===== src/rtl/i281_pkg.sv =====
// Shared definitions for the i281 fetch/decode stage: opcodes, one-hot op
// indices, sub-function lookup tables and the stage FSM state type.
package i281_pkg;

  localparam int OP_W    = 27;
  localparam int INSTR_W = 16;
  localparam int OPS_N   = 23;

  // Major opcodes, instruction bits [15:12]
  localparam logic [3:0] OPC_NOOP   = 4'h0;
  localparam logic [3:0] OPC_INPUT  = 4'h1;
  localparam logic [3:0] OPC_MOVE   = 4'h2;
  localparam logic [3:0] OPC_LOADI  = 4'h3;
  localparam logic [3:0] OPC_ADD    = 4'h4;
  localparam logic [3:0] OPC_ADDI   = 4'h5;
  localparam logic [3:0] OPC_SUB    = 4'h6;
  localparam logic [3:0] OPC_SUBI   = 4'h7;
  localparam logic [3:0] OPC_LOAD   = 4'h8;
  localparam logic [3:0] OPC_LOADF  = 4'h9;
  localparam logic [3:0] OPC_STORE  = 4'hA;
  localparam logic [3:0] OPC_STOREF = 4'hB;
  localparam logic [3:0] OPC_SHIFT  = 4'hC;
  localparam logic [3:0] OPC_CMP    = 4'hD;
  localparam logic [3:0] OPC_JUMP   = 4'hE;
  localparam logic [3:0] OPC_BRANCH = 4'hF;

  // Bit positions inside op_out[22:0]
  localparam logic [4:0] OP_NOOP    = 5'd0;
  localparam logic [4:0] OP_INPUTC  = 5'd1;
  localparam logic [4:0] OP_INPUTCF = 5'd2;
  localparam logic [4:0] OP_INPUTD  = 5'd3;
  localparam logic [4:0] OP_INPUTDF = 5'd4;
  localparam logic [4:0] OP_MOVE    = 5'd5;
  localparam logic [4:0] OP_LOADI   = 5'd6;
  localparam logic [4:0] OP_ADD     = 5'd7;
  localparam logic [4:0] OP_ADDI    = 5'd8;
  localparam logic [4:0] OP_SUB     = 5'd9;
  localparam logic [4:0] OP_SUBI    = 5'd10;
  localparam logic [4:0] OP_LOAD    = 5'd11;
  localparam logic [4:0] OP_LOADF   = 5'd12;
  localparam logic [4:0] OP_STORE   = 5'd13;
  localparam logic [4:0] OP_STOREF  = 5'd14;
  localparam logic [4:0] OP_SHIFTL  = 5'd15;
  localparam logic [4:0] OP_SHIFTR  = 5'd16;
  localparam logic [4:0] OP_CMP     = 5'd17;
  localparam logic [4:0] OP_JUMP    = 5'd18;
  localparam logic [4:0] OP_BRE     = 5'd19;
  localparam logic [4:0] OP_BRNE    = 5'd20;
  localparam logic [4:0] OP_BRG     = 5'd21;
  localparam logic [4:0] OP_BRGE    = 5'd22;

  // Sub-function selects: INPUT and BRANCH use bits [9:8], SHIFT uses bit [8].
  // A SHIFT with bit [9] set is a reserved (illegal) encoding.
  localparam logic [4:0] INPUT_OP  [4] = '{OP_INPUTC, OP_INPUTCF, OP_INPUTD, OP_INPUTDF};
  localparam logic [4:0] SHIFT_OP  [2] = '{OP_SHIFTL, OP_SHIFTR};
  localparam logic [4:0] BRANCH_OP [4] = '{OP_BRE, OP_BRNE, OP_BRG, OP_BRGE};

  typedef enum logic [2:0] {
    ST_IDLE   = 3'd0,
    ST_FETCH  = 3'd1,
    ST_DECODE = 3'd2,
    ST_EXEC   = 3'd3,
    ST_HALT   = 3'd4
  } state_t;

endpackage


===== src/rtl/i281_instr_decode.sv =====
// Combinational i281 instruction decoder: 16-bit instruction to the 27-bit
// {RX, RY, one-hot op} word plus an illegal-encoding flag.
module i281_instr_decode
  import i281_pkg::*;
(
  input  logic [INSTR_W-1:0] instr,
  output logic [OP_W-1:0]    op_word,
  output logic               illegal
);

  logic [4:0]       op_idx;
  logic [OPS_N-1:0] op_onehot;
  logic             unused_imm_bits;

  // The imm/offset byte is carried by the fetch stage, not decoded here
  assign unused_imm_bits = ^instr[7:0];

  // Map opcode and sub-function select to a single op index
  always_comb begin
    illegal = 1'b0;
    op_idx  = OP_NOOP;
    case (instr[15:12])
      OPC_NOOP:   op_idx = OP_NOOP;
      OPC_INPUT:  op_idx = INPUT_OP[instr[9:8]];
      OPC_MOVE:   op_idx = OP_MOVE;
      OPC_LOADI:  op_idx = OP_LOADI;
      OPC_ADD:    op_idx = OP_ADD;
      OPC_ADDI:   op_idx = OP_ADDI;
      OPC_SUB:    op_idx = OP_SUB;
      OPC_SUBI:   op_idx = OP_SUBI;
      OPC_LOAD:   op_idx = OP_LOAD;
      OPC_LOADF:  op_idx = OP_LOADF;
      OPC_STORE:  op_idx = OP_STORE;
      OPC_STOREF: op_idx = OP_STOREF;
      OPC_SHIFT: begin
        op_idx  = SHIFT_OP[instr[8]];
        illegal = instr[9];
      end
      OPC_CMP:    op_idx = OP_CMP;
      OPC_JUMP:   op_idx = OP_JUMP;
      OPC_BRANCH: op_idx = BRANCH_OP[instr[9:8]];
      default:    op_idx = OP_NOOP;
    endcase
    op_onehot = OPS_N'(1) << op_idx;
    op_word   = {instr[11:10], instr[9:8], op_onehot};
  end

endmodule


===== src/rtl/i281_fetch_decode.sv =====
// i281 fetch/decode stage: owns the PC, fetches over a req/ack handshake,
// decodes, presents the op word for one execute cycle and then advances the
// PC using the taken-branch bit from the control logic.
module i281_fetch_decode
  import i281_pkg::*;
#(
  parameter int PC_W      = 6,
  parameter int RUN_LIMIT = 0
) (
  input  logic               clk,
  input  logic               reset_n,
  input  logic               run,
  input  logic               step,
  output logic               imem_req,
  output logic [PC_W-1:0]    imem_addr,
  input  logic               imem_ack,
  input  logic [INSTR_W-1:0] imem_rdata,
  output logic [OP_W-1:0]    op_out,
  output logic [7:0]         imm_out,
  output logic               op_valid,
  input  logic               branch_taken,
  output logic [PC_W-1:0]    pc,
  output logic               halted
);

  state_t               state_q, state_d;
  logic [PC_W-1:0]      pc_q, pc_d;
  logic [INSTR_W-1:0]   instr_q, instr_d;
  logic [OP_W-1:0]      op_q, op_d;
  logic [7:0]           imm_q, imm_d;
  logic                 valid_q, valid_d;
  logic                 req_q, req_d;
  logic                 halted_q, halted_d;
  logic                 step_pend_q, step_pend_d;
  logic [31:0]          count_q, count_d;
  logic [OP_W-1:0]      dec_op;
  logic                 dec_illegal;
  logic [PC_W-1:0]      br_off;

  i281_instr_decode u_decode (
    .instr   (instr_q),
    .op_word (dec_op),
    .illegal (dec_illegal)
  );

  // Branch offset is a signed byte, reduced modulo 2^PC_W
  assign br_off = PC_W'($signed(imm_q));

  // Next-state, PC and output register computation
  always_comb begin
    state_d     = state_q;
    pc_d        = pc_q;
    instr_d     = instr_q;
    op_d        = op_q;
    imm_d       = imm_q;
    valid_d     = valid_q;
    req_d       = req_q;
    halted_d    = halted_q;
    count_d     = count_q;
    // A step seen while not free-running is remembered until IDLE consumes it
    step_pend_d = step_pend_q | (step & ~run);
    case (state_q)
      ST_IDLE: begin
        if (run || step || step_pend_q) begin
          state_d     = ST_FETCH;
          req_d       = 1'b1;
          step_pend_d = 1'b0;
        end
      end
      ST_FETCH: begin
        if (imem_ack) begin
          instr_d = imem_rdata;
          req_d   = 1'b0;
          state_d = ST_DECODE;
        end
      end
      ST_DECODE: begin
        imm_d = instr_q[7:0];
        if (dec_illegal) begin
          op_d     = '0;
          halted_d = 1'b1;
          state_d  = ST_HALT;
        end else begin
          op_d    = dec_op;
          valid_d = 1'b1;
          state_d = ST_EXEC;
        end
      end
      ST_EXEC: begin
        valid_d = 1'b0;
        op_d    = '0;
        pc_d    = branch_taken ? (pc_q + PC_W'(1) + br_off) : (pc_q + PC_W'(1));
        count_d = count_q + 32'd1;
        if ((RUN_LIMIT != 0) && (count_d == 32'(RUN_LIMIT))) begin
          halted_d = 1'b1;
          state_d  = ST_HALT;
        end else if (run) begin
          req_d   = 1'b1;
          state_d = ST_FETCH;
        end else begin
          state_d = ST_IDLE;
        end
      end
      ST_HALT: begin
        step_pend_d = 1'b0;
      end
      default: state_d = ST_IDLE;
    endcase
  end

  // State and registered outputs; reset drops imem_req immediately
  always_ff @(posedge clk or negedge reset_n) begin
    if (!reset_n) begin
      state_q     <= ST_IDLE;
      pc_q        <= '0;
      instr_q     <= '0;
      op_q        <= '0;
      imm_q       <= '0;
      valid_q     <= 1'b0;
      req_q       <= 1'b0;
      halted_q    <= 1'b0;
      step_pend_q <= 1'b0;
      count_q     <= '0;
    end else begin
      state_q     <= state_d;
      pc_q        <= pc_d;
      instr_q     <= instr_d;
      op_q        <= op_d;
      imm_q       <= imm_d;
      valid_q     <= valid_d;
      req_q       <= req_d;
      halted_q    <= halted_d;
      step_pend_q <= step_pend_d;
      count_q     <= count_d;
    end
  end

  assign imem_req  = req_q;
  assign imem_addr = pc_q;
  assign op_out    = op_q;
  assign imm_out   = imm_q;
  assign op_valid  = valid_q;
  assign pc        = pc_q;
  assign halted    = halted_q;

endmodule

===== config.mk =====
export PLATFORM = sky130hd
export DESIGN_NAME = i281_fetch_decode
export DESIGN_NICKNAME = d
export VERILOG_FILES = /design/src/rtl/i281_pkg.sv /design/src/rtl/i281_instr_decode.sv /design/src/rtl/i281_fetch_decode.sv
export SDC_FILE = /design/constraint.sdc
export NUM_CORES = 1
export LEC_CHECK = 0
export BUFFER_PORTS_ARGS = -buffer_cell sky130_fd_sc_hd__buf_2
export CORE_MARGIN = 2
export CORE_UTILIZATION = 58
export DETAILED_ROUTE_END_ITERATION = 12
export GPL_TIMING_DRIVEN = 0
export PLACE_DENSITY_LB_ADDON = 0.3
export SLEW_MARGIN = 20
export SYNTH_ARGS = -nofsm -noshare
export SYNTH_HDL_FRONTEND = slang
export SYNTH_SLANG_ARGS = --single-unit

===== constraint.sdc =====
create_clock -name clk -period 3.89 [get_ports clk]
set_clock_uncertainty 0.2 [all_clocks]
set_input_delay 0.1945 -clock clk [delete_from_list [all_inputs] [get_ports clk]]
set_output_delay 0.1945 -clock clk [all_outputs]
set_load 0.02 [all_outputs]

==> impl_results.md, run 1 <==
* Run status: completed
* Worst hold path stage count at 3
* Share of post-route cells with drive strength above 1 at 0.281
* Setup slack at placement at 1.31 ns
* Initial Utilization at 0.606
* Netlist area before placement at 3140 µm²
* Final critical-path setup slack at 1.19 ns
* Wire length per cell after detailed routing at 15.2 µm
* Count of TritonRoute iterations in the first routing pass at 4
* Share of synthesized cell area in and, or, nand and nor gates at 0.151
* Slew Limit Headroom at 0.401
* Number of vias in the routed layout at 2657
* Commonest non-fill, non-tap cell in the layout: sky130_fd_sc_hd__buf_2
* Launch point of the worst hold path: step
* Highest clock rate at 370 MHz
* Detail Placement HPWL at 4.85 mm
* Max cap viols at 0
* Critical path startpoint category: register
* Hold Path End: step_pend_q
* Final setup violation count at 0
* Maximum cell stage delay along the critical path at 0.49 ns
* Biggest fanout along the worst timing path at 8
* Post-synthesis net count at 334
* GP Congestion at 0.877
* Reg-to-Reg End: imem_addr[5]
* DRT antenna net count at 0
* Sum of negative setup slack at 0 ns
* Syn Inst Count at 301
* Dominant delay contributor by cell family on the critical path: adder cells
* Number of buffers created by CTS at 9
* Number of global-route vias before repair at 2534
* Number of buffers and inverters on the critical path at 0
* Hold slack final at 0.0158 ns
* Count of state elements after synthesis at 64
* Ratio of routed vias to standard cells at 5.58
* Dominant register cell in the synthesized netlist: sky130_fd_sc_hd__dfrtp_1
* Drt initial violations at 125
* Number of failing hold endpoints at the final stage at 0
* Total setup buffers inserted after CTS at 0
* Number of antenna violations at the first check in global routing at 0
* Number of design rule violations left after detail routing at 0
* Synthesized-area fraction occupied by adder cells at 0.0463
* Setup CP Type: register to register
* Crit-path cells: ha_1, xor2_1, ha_1, o21ai_0, nor4_1, nor3_1, mux2i_1, xnor2_1
* Unrepaired setup endpoints after global routing: false
* LEAKAGE at 0.00192 µW
* Global-route wire length before repair at 12.0 mm
* Area overhead of the layout relative to synthesis at 26.9%
* Largest net degree at the start of global routing at 65
* Kind of end point of the critical path: register
* Highest-count cells in the layout ignoring fill and taps: sky130_fd_sc_hd__buf_2 (70), sky130_fd_sc_hd__dfrtp_1 (64), sky130_fd_sc_hd__nand2_1 (46), sky130_fd_sc_hd__o21ai_0 (27), sky130_fd_sc_hd__mux2_2 (21)
* Tmin final at 2.70 ns
* Xor and xnor fraction of the mapped netlist area at 0.0168
* Floorplan core area at 5170 µm²
* Total power divided by cell area at 904 nW/µm²
* Fraction of synthesis flops using an asynchronous set or reset pin at 1.00
* CTS Root Cell: sky130_fd_sc_hd__clkbuf_8
* Total Die Area at 6010 µm²
* Number of cells on the worst reg-to-reg path at 8
* Buffer depth of the longest clock path at 2
* Number of flops mapped to enable cells by yosys at 0
* Die width at 77.5 µm
* Post-cts hold buffer count at 19
* Clock sink count at 64
* Fraction of the mapped netlist area in compound gates at 0.151
* Synth Warn # at 0
* Overflow left after global routing at 0
* Worst reg2reg setup slack at 1.19 ns
* Highest-delay cell along the critical path: sky130_fd_sc_hd__dfrtp_1
* Die outline height at 77.5 µm
* Final-report max-slew violation count at 0
* Count of pins on the block boundary at 72
* Sequential cell area fraction in the yosys report at 0.511
* Required time of the critical path at 3.96 ns
* Total routing resource utilization after global routing at 0.257
* Maximum level of the CTS H-tree at 3
* Worst hold path type: primary input to register
* Reg-to-reg critical path startpoint: imem_addr[0]
* Overall power of the completed layout at 3600 µW
* Data arrival time at the worst-slack endpoint at 2.77 ns
* Main combinational cell family by area after synthesis: compound AO/OA/AOI/OAI gates
* Multiplexer area fraction after synthesis at 0.0850
* Maximum vdd drop at 531 µV
* Dominant cell type by count on the critical path: sky130_fd_sc_hd__ha_1
* Number of distinct library cells after synthesis at 48
* Routed Wire Length at 7.23 mm
* Clock latency of the later-clocked register in the worst-skew pair at 0.34 ns
* # port buffers at 71
* Clock-pin slew on the worst setup and hold paths at 0.07 ns
* CTS tree: built
* Count of antenna diodes in the layout at 0
* NumNets Final at 435
* Total number of placement rows at 26
* Cells resized by post-CTS repair at 0
* Least-Margin Pin Slew at 0.896 ns
* Synthesized area divided by synthesized cell count at 10.4 µm²
* Tcrit/Tclk final at 0.695
* Post-Route Utilization at 0.769
-- sequential cells by signal, summed over array words and instances (netlist names) --
name         count
imem_req         1
state_q          3
op_valid         1
imem_addr        6
instr_q         16
halted           1
imm_out          8
step_pend_q      1
op_out          27
-- logic make-up (layout without fill, tap and decap cells) --
| kind of cell | Yosys count | count (layout) |
|---|---|---|
| AOI/OAI and AO/OA | 75 | 75 |
| xor gates and xnor gates | 6 | 6 |
| adders and majority gates | 11 | 11 |
| buffers and inverters | 25 | 130 |
| DFF | 64 | 64 |
| muxes | 24 | 24 |
| and+or+nand+nor | 96 | 96 |
-- power breakdown --
group / total [µW] / internal [µW] / switching [µW]
Clock: 606 / 356 / 251
Combinational: 1840 / 742 / 1100
Sequential: 1150 / 931 / 222
Total: 3600 / 2030 / 1570
-- cell type report --
cell class	instances	area (µm²)
plain buffers	19	101
flip-flops and latches	64	1600
fillers	374	1190
repair buffers	90	548
well taps	70	87.6
clock buffers	11	131
inverters	6	22.5
multi-input cells	212	1420
clock inverters	4	70.1
-- worst reg2reg max path, stage by stage (launching register included) --
cell	delay, ns
sky130_fd_sc_hd__dfrtp_1	0.49
sky130_fd_sc_hd__ha_1	0.27
sky130_fd_sc_hd__xor2_1	0.21
sky130_fd_sc_hd__ha_1	0.31
sky130_fd_sc_hd__o21ai_0	0.37
sky130_fd_sc_hd__nor4_1	0.11
sky130_fd_sc_hd__nor3_1	0.29
sky130_fd_sc_hd__mux2i_1	0.26
sky130_fd_sc_hd__xnor2_1	0.13
-- worst max-delay path by stage --
| stage | endpoint | depth (start not counted) | startpoint |
|---|---|---|---|
| 2_1_floorplan | imem_addr[5] | 8 | imem_addr[0] |
| 3_3_place_gp | imem_addr[5] | 8 | imem_addr[0] |
| 3_5_place_dp | imem_addr[5] | 7 | imem_addr[0] |
| 4_1_cts | imem_addr[5] | 8 | imem_addr[0] |
| 5_1_grt | imem_addr[5] | 8 | imem_addr[0] |
| 6_report | imem_addr[5] | 8 | imem_addr[0] |
-- layer usage --
metal | GRT usage | wire length (µm)
met3 | 0.0698 | 410
met5 | 0 | 0
met2 | 0.391 | 3450
met1 | 0.362 | 3270
met4 | 0.0786 | 99
-- metrics by stage --
stage | instances | cell area, µm²
after CTS | 476 | 3970
after global placement | 442 | 3580
after floorplan | 301 | 3140
after detailed placement | 442 | 3580
after global routing | 476 | 3980
final | 476 | 3980
-- cell usage after synthesis (2+ instances only) --
cell type / number / share of area
sky130_fd_sc_hd__o21a_1: 2 / 0.0048
sky130_fd_sc_hd__nor3_1: 7 / 0.011
sky130_fd_sc_hd__xor2_1: 2 / 0.0056
sky130_fd_sc_hd__inv_1: 6 / 0.0072
sky130_fd_sc_hd__nor4_1: 2 / 0.0040
sky130_fd_sc_hd__nand2_1: 46 / 0.055
sky130_fd_sc_hd__o41ai_1: 2 / 0.0056
sky130_fd_sc_hd__buf_4: 6 / 0.014
sky130_fd_sc_hd__nand3_1: 6 / 0.0096
sky130_fd_sc_hd__a32o_1: 4 / 0.013
sky130_fd_sc_hd__a21oi_1: 12 / 0.019
sky130_fd_sc_hd__nor2_1: 13 / 0.016
sky130_fd_sc_hd__dfrtp_1: 64 / 0.51
sky130_fd_sc_hd__nor4bb_1: 2 / 0.0064
sky130_fd_sc_hd__nand2b_1: 3 / 0.0060
sky130_fd_sc_hd__or3b_1: 2 / 0.0056
sky130_fd_sc_hd__clkbuf_1: 12 / 0.014
sky130_fd_sc_hd__ha_1: 10 / 0.040
sky130_fd_sc_hd__mux2i_1: 3 / 0.0096
sky130_fd_sc_hd__nand3b_1: 2 / 0.0048
sky130_fd_sc_hd__o21ai_0: 27 / 0.043
sky130_fd_sc_hd__nor2b_1: 4 / 0.0080
sky130_fd_sc_hd__a31oi_1: 2 / 0.0040
sky130_fd_sc_hd__a21o_1: 5 / 0.012
sky130_fd_sc_hd__o22a_1: 3 / 0.0084
sky130_fd_sc_hd__xnor2_1: 4 / 0.011
sky130_fd_sc_hd__a211oi_1: 3 / 0.0072
sky130_fd_sc_hd__mux2_2: 21 / 0.075
sky130_fd_sc_hd__o21ai_1: 7 / 0.011
Note: power is estimated with default switching activity, not from simulation.
==> inputs of run 2 (changes only) <==
- CORE_UTILIZATION: 58 -> 54
- clock period: 3.89 -> 2.76 ns (I/O delays scaled with it)
==> run 2 against run 1 <==
Via count is 1.3% higher. Largest power group unchanged. Setup slack worse by 1.0 ns. Largest cell class unchanged. Sequential cell count stayed put.
==> impl_results.md, run 2 (synthesized netlist as in run 1, its figures left out) <==
* Number of global-route vias before repair at 2544
* Routed Wire Length at 7.26 mm
* Commonest non-fill, non-tap cell in the layout: sky130_fd_sc_hd__buf_2
* Clock-pin slew on the worst setup and hold paths at 0.07 ns
* Worst hold path type: primary input to register
* Maximum cell stage delay along the critical path at 0.45 ns
* Highest-count cells in the layout ignoring fill and taps: sky130_fd_sc_hd__buf_2 (70), sky130_fd_sc_hd__dfrtp_1 (63), sky130_fd_sc_hd__nand2_1 (46), sky130_fd_sc_hd__o21ai_0 (26), sky130_fd_sc_hd__mux2_2 (21)
* # port buffers at 71
* NetSw at 2220 µW
* Total setup buffers inserted after CTS at 0
* Count of pins on the block boundary at 72
* Kind of end point of the critical path: register
* Maximum vdd drop at 558 µV
* Sequential share of power at 0.308
* Final critical-path setup slack at 0.172 ns
* Highest metal layer with signal wires: met4
* Dominant cell type by count on the critical path: sky130_fd_sc_hd__xnor2_1
* Total Die Area at 6430 µm²
* Drt initial violations at 160
* Floorplan core area at 5570 µm²
* Clock sink count at 64
* Overflow left after global routing at 0
* Worst reg2reg setup slack at 0.17 ns
* Internal power consumption at 3090 µW
* Global-route wire length before repair at 12.0 mm
* Dominant delay contributor by cell family on the critical path: adder cells
* WL met3 at 390 µm
* Metal1 wirelength at 3.31 mm
* Total routing resource utilization after global routing at 0.245
* Total number of placement rows at 27
* DRT antenna net count at 0
* Relative contribution of the clock network to total power at 0.202
* Number of design rule violations left after detail routing at 0
* Count of TritonRoute iterations in the first routing pass at 5
* Slew Limit Headroom at 0.418
* Clock latency of the later-clocked register in the worst-skew pair at 0.34 ns
* Die width at 80.2 µm
* Filler cell count in the final layout at 402
* CTS tree: built
* GP Congestion at 0.848
* Maximum level of the CTS H-tree at 3
* Hold slack final at 0.110 ns
* Data arrival time at the worst-slack endpoint at 2.66 ns
* Number of failing hold endpoints at the final stage at 0
* Max cap viols at 0
* Number of antenna violations at the first check in global routing at 0
* LEAKAGE at 0.00195 µW
* Highest clock rate at 386 MHz
* Least-Margin Pin Slew at 0.870 ns
* Logic pwr share at 0.490
* Number of buffers created by CTS at 9
* Run status: completed
* Wire length per cell after detailed routing at 15.1 µm
* Ratio of routed vias to standard cells at 5.61
* Tmin final at 2.59 ns
* Number of vias in the routed layout at 2691
* Final-report max-slew violation count at 0
* Sum of negative setup slack at 0 ns
* Switching fraction of total power at 0.418
* Buffer depth of the longest clock path at 2
* Area overhead of the layout relative to synthesis at 29.6%
* Crit-path cells: ha_2, nand3_1, xnor2_1, ha_1, nand4bb_1, o311ai_0, nor3_1, mux2i_1, xnor2_1
* Required time of the critical path at 2.83 ns
* Number of flip-flops in the largest register at 27
* Initial Utilization at 0.563
* Detail Placement HPWL at 4.98 mm
* NumNets Final at 436
* CTS Root Cell: sky130_fd_sc_hd__clkbuf_8
* Tcrit/Tclk final at 0.938
* Count of antenna diodes in the layout at 0
* Die outline height at 80.2 µm
* Biggest fanout along the worst timing path at 6
* Highest-delay cell along the critical path: sky130_fd_sc_hd__dfrtp_1
* Critical path startpoint category: register
* Share of post-route cells with drive strength above 1 at 0.289
* Setup slack at placement at 0.162 ns
* Setup CP Type: register to register
* Number of buffers and inverters on the critical path at 0
* Unrepaired setup endpoints after global routing: false
* Total power divided by cell area at 1310 nW/µm²
* Largest net degree at the start of global routing at 65
* Met2 Wirelength at 3.43 mm
* Final setup violation count at 0
run 2: worst min-delay path, stage by stage:
cell,delay (ns)
sky130_fd_sc_hd__buf_2,0.12
sky130_fd_sc_hd__inv_1,0.08
sky130_fd_sc_hd__a21oi_1,0.07
sky130_fd_sc_hd__o22a_1,0.19
run 2: repair_timing:
action	4_1_cts	5_1_grt
endpoints found under the hold margin	84	0
endpoints found under the setup margin	0	1
resized for setup	0	3
hold buffers	20	0
run 2: worst paths after layout:
check	startpoint	cells past startpoint	to
worst max-delay path	imem_addr[1]	9	imem_addr[5]
worst min-delay path	branch_taken	4	imem_addr[3]
worst max register to register	imem_addr[1]	9	imem_addr[5]
worst min register to register	halted	1	halted
max in group asynchronous	reset_n	2	imem_addr[0]
min in group asynchronous	reset_n	2	op_out[7]
run 2: stage by stage:
| step | total power, µW | area [µm²] | cells | util |
|---|---|---|---|---|
| floorplan | 3440 | 3140 | 301 | - |
| global placement | 4060 | 3580 | 444 | 0.643 |
| detailed placement | 4180 | 3590 | 444 | 0.644 |
| CTS | 5300 | 4060 | 480 | 0.728 |
| global route | 5700 | 4060 | 480 | 0.729 |
| finish | 5310 | 4060 | 480 | 0.729 |
run 2: power groups by stage:
stage / Sequential (µW) / Combinational, µW / Clock, µW
6_report: 1630 / 2600 / 1070
5_1_grt: 1680 / 2880 / 1140
4_1_cts: 1630 / 2580 / 1090
3_5_place_dp: 1640 / 2540 / 0
3_3_place_gp: 1620 / 2440 / 0
2_1_floorplan: 1850 / 1590 / 0
run 2: cell type report:
cell class	instances	area (µm²)	share of cell area
tap	72	90.1	0.0222
clock buffer	11	141	0.0348
clock inverter	5	128	0.0314
inverter	6	22.5	0.00554
buffer	19	101	0.0249
timing repair buffer	91	558	0.137
multi-input combinational	212	1420	0.349
sequential	64	1600	0.394
run 2: metal layers:
| layer | GRT usage | vias to the layer above |
|---|---|---|
| met2 | 0.362 | 94 |
| met4 | 0.129 | 0 |
| met3 | 0.0562 | 12 |
| li1 | - | 1283 |
| met1 | 0.337 | 1302 |
| met5 | 0 | - |
==> inputs of run 3 (changes only) <==
- CORE_UTILIZATION: 54 -> 50
- CTS_CLUSTER_DIAMETER: unset -> 120
- REMOVE_ABC_BUFFERS: unset -> 1
==> run 3 against run 2 <==
Critical path depth fell by 2. Fmax rose by 2.4%. First-iteration DRC count fell by 26%. Via count fell by 5.5%. Sequential cell count did not move. Utilization fell by 6.9 points.
==> impl_results.md, run 3 (synthesized netlist as in run 1, its figures left out) <==
* Run status: completed
* Slew Limit Headroom at 0.542
* Final critical-path setup slack at 0.233 ns
* Max cap viols at 0
* # port buffers at 71
* Routed Wire Length at 6.49 mm
* Number of flip-flops in the largest register at 27
* NumNets Final at 420
* Clock sink count at 64
* Highest-count cells in the layout ignoring fill and taps: sky130_fd_sc_hd__buf_2 (70), sky130_fd_sc_hd__dfrtp_1 (63), sky130_fd_sc_hd__nand2_1 (46), sky130_fd_sc_hd__o21ai_0 (26)
* Highest clock rate at 396 MHz
* Buffer depth of the longest clock path at 2
* Total Die Area at 6920 µm²
* DRT antenna net count at 0
* Worst reg2reg setup slack at 0.23 ns
* Hold slack final at 0.0638 ns
* Clock-pin slew on the worst setup and hold paths at 0.08 ns
* Global-route wire length before repair at 11.3 mm
* Least-Margin Pin Slew at 0.681 ns
* Overflow left after global routing at 0
* Setup slack at placement at -0.286 ns
* Die width at 83.2 µm
* Unrepaired setup endpoints after global routing: false
* Total routing resource utilization after global routing at 0.201
* Initial Utilization at 0.524
* Sequential share of power at 0.352
* Count of pins on the block boundary at 72
* Required time of the critical path at 2.82 ns
* Maximum vdd drop at 613 µV
* Number of antenna violations at the first check in global routing at 0
* Reg-to-Reg End: imem_addr[5]
* Detail Placement HPWL at 4.54 mm
* Share of post-route cells with drive strength above 1 at 0.293
* Total setup buffers inserted after CTS at 0
* Number of vias in the routed layout at 2543
* Final setup violation count at 0
* Tmin final at 2.53 ns
* Kind of end point of the critical path: register
* Total number of placement rows at 28
* Number of buffers created by CTS at 9
* Clock latency of the later-clocked register in the worst-skew pair at 0.34 ns
* Logic pwr share at 0.483
* LEAKAGE at 0.00189 µW
* CTS tree: built
* Wire length per cell after detailed routing at 13.9 µm
* Number of design rule violations left after detail routing at 0
* Data arrival time at the worst-slack endpoint at 2.59 ns
* Maximum level of the CTS H-tree at 3
* Relative contribution of the clock network to total power at 0.165
* Commonest non-fill, non-tap cell in the layout: sky130_fd_sc_hd__buf_2
* Internal power consumption at 2730 µW
* Total power divided by cell area at 1230 nW/µm²
* Area taken by flip-flops and latches at 1600 µm²
* Placed cell count at 430
* Ratio of routed vias to standard cells at 5.45
* Drt initial violations at 118
* CTS Root Cell: sky130_fd_sc_hd__clkbuf_8
* Critical path startpoint category: register
* Setup CP Type: register to register
* Tcrit/Tclk final at 0.915
* Count of antenna diodes in the layout at 0
* Number of cells on the worst reg-to-reg path at 7
* Final-report max-slew violation count at 0
* Filler cell count in the final layout at 483
* Floorplan core area at 5990 µm²
* Worst hold path type: primary input to asynchronous set/reset pin
* Non-filler instance count after layout at 467
* NetSw at 2130 µW
* Biggest fanout along the worst timing path at 8
* Die outline height at 83.2 µm
* Reg-to-reg critical path startpoint: imem_addr[0]
* Area of the multi-input gates at 1440 µm²
* Number of global-route vias before repair at 2336
* Switching fraction of total power at 0.438
* Area overhead of the layout relative to synthesis at 26.0%
* GP Congestion at 0.812
* Largest net degree at the start of global routing at 34
* Number of failing hold endpoints at the final stage at 0
* Count of TritonRoute iterations in the first routing pass at 4
==> run 3: changes by cell type in the layout (fill, tap and decap cells not counted), sizes merged <==
cell,before,now
buf,78,73
clkinv,0,3
clkbuf,23,11
bufinv,4,1
dlygate4sd3,20,21
==> run 3: power groups by stage <==
| stage | registers, µW | clock network, µW | logic, µW |
|---|---|---|---|
| 2_1_floorplan | 1970 | 0 | 1350 |
| 3_3_place_gp | 1700 | 0 | 2240 |
| 3_5_place_dp | 1720 | 0 | 2310 |
| 4_1_cts | 1700 | 824 | 2350 |
| 5_1_grt | 1780 | 865 | 2640 |
| 6_report | 1710 | 804 | 2350 |
==> run 3: cell type report <==
| class | count | area share |
|---|---|---|
| multi-input combinational | 212 | 0.364 |
| inverter | 6 | 0.00570 |
| sequential | 64 | 0.405 |
| clock buffer | 11 | 0.0358 |
| timing repair buffer | 94 | 0.152 |
| clock inverter | 5 | 0.0142 |
| tap | 75 | 0.0237 |
==> run 3: layer usage <==
metal	global-route usage	vias to the layer above	wire, µm
li1	-	1246	-
met1	0.292	1218	3120
met2	0.294	72	2960
met3	0.0487	7	324
met4	0.0686	0	89
met5	0	-	0
==> run 3: how the worst max path moves through the flow <==
stage          depth (start not counted)           end    startpoint  slack, ns
4_1_cts                                8  imem_addr[5]  imem_addr[0]       0.20
2_1_floorplan                          2    instr_q[0]    state_q[0]      -0.31
3_5_place_dp                           5    op_out[11]    state_q[2]      -0.29
3_3_place_gp                           2    instr_q[1]    state_q[0]      -1.25
5_1_grt                                7  imem_addr[5]  imem_addr[0]       0.03
6_report                               7  imem_addr[5]  imem_addr[0]       0.23
==> run 3: worst max-delay path, cell delays in order (launching register included) <==
cell and delay, ns:
sky130_fd_sc_hd__dfrtp_2 0.46, sky130_fd_sc_hd__ha_1 0.36, sky130_fd_sc_hd__ha_1 0.30, sky130_fd_sc_hd__a211oi_1 0.35, sky130_fd_sc_hd__nor4_1 0.11, sky130_fd_sc_hd__nor3_1 0.28, sky130_fd_sc_hd__mux2i_1 0.26, sky130_fd_sc_hd__xnor2_1 0.13
==> run 3: through the flow <==
| stage | power (µW) | util | cell area, µm² | TNS [ns] |
|---|---|---|---|---|
| 3_5_place_dp | 4030 | 0.591 | 3540 | -2.82 |
| 2_1_floorplan | 3320 | - | 3040 | -4.41 |
| 4_1_cts | 4880 | 0.660 | 3950 | 0 |
| 5_1_grt | 5280 | 0.660 | 3950 | 0 |
| 6_report | 4860 | 0.660 | 3950 | 0 |
| 3_3_place_gp | 3940 | 0.582 | 3480 | -22.40 |
==> run 3: what timing repair did <==
action | in CTS | in global routing
setup endpoints to repair | 22 | 1
endpoints found under the hold margin | 85 | 0
hold buffers | 21 | 0
resized for setup | 2 | 2
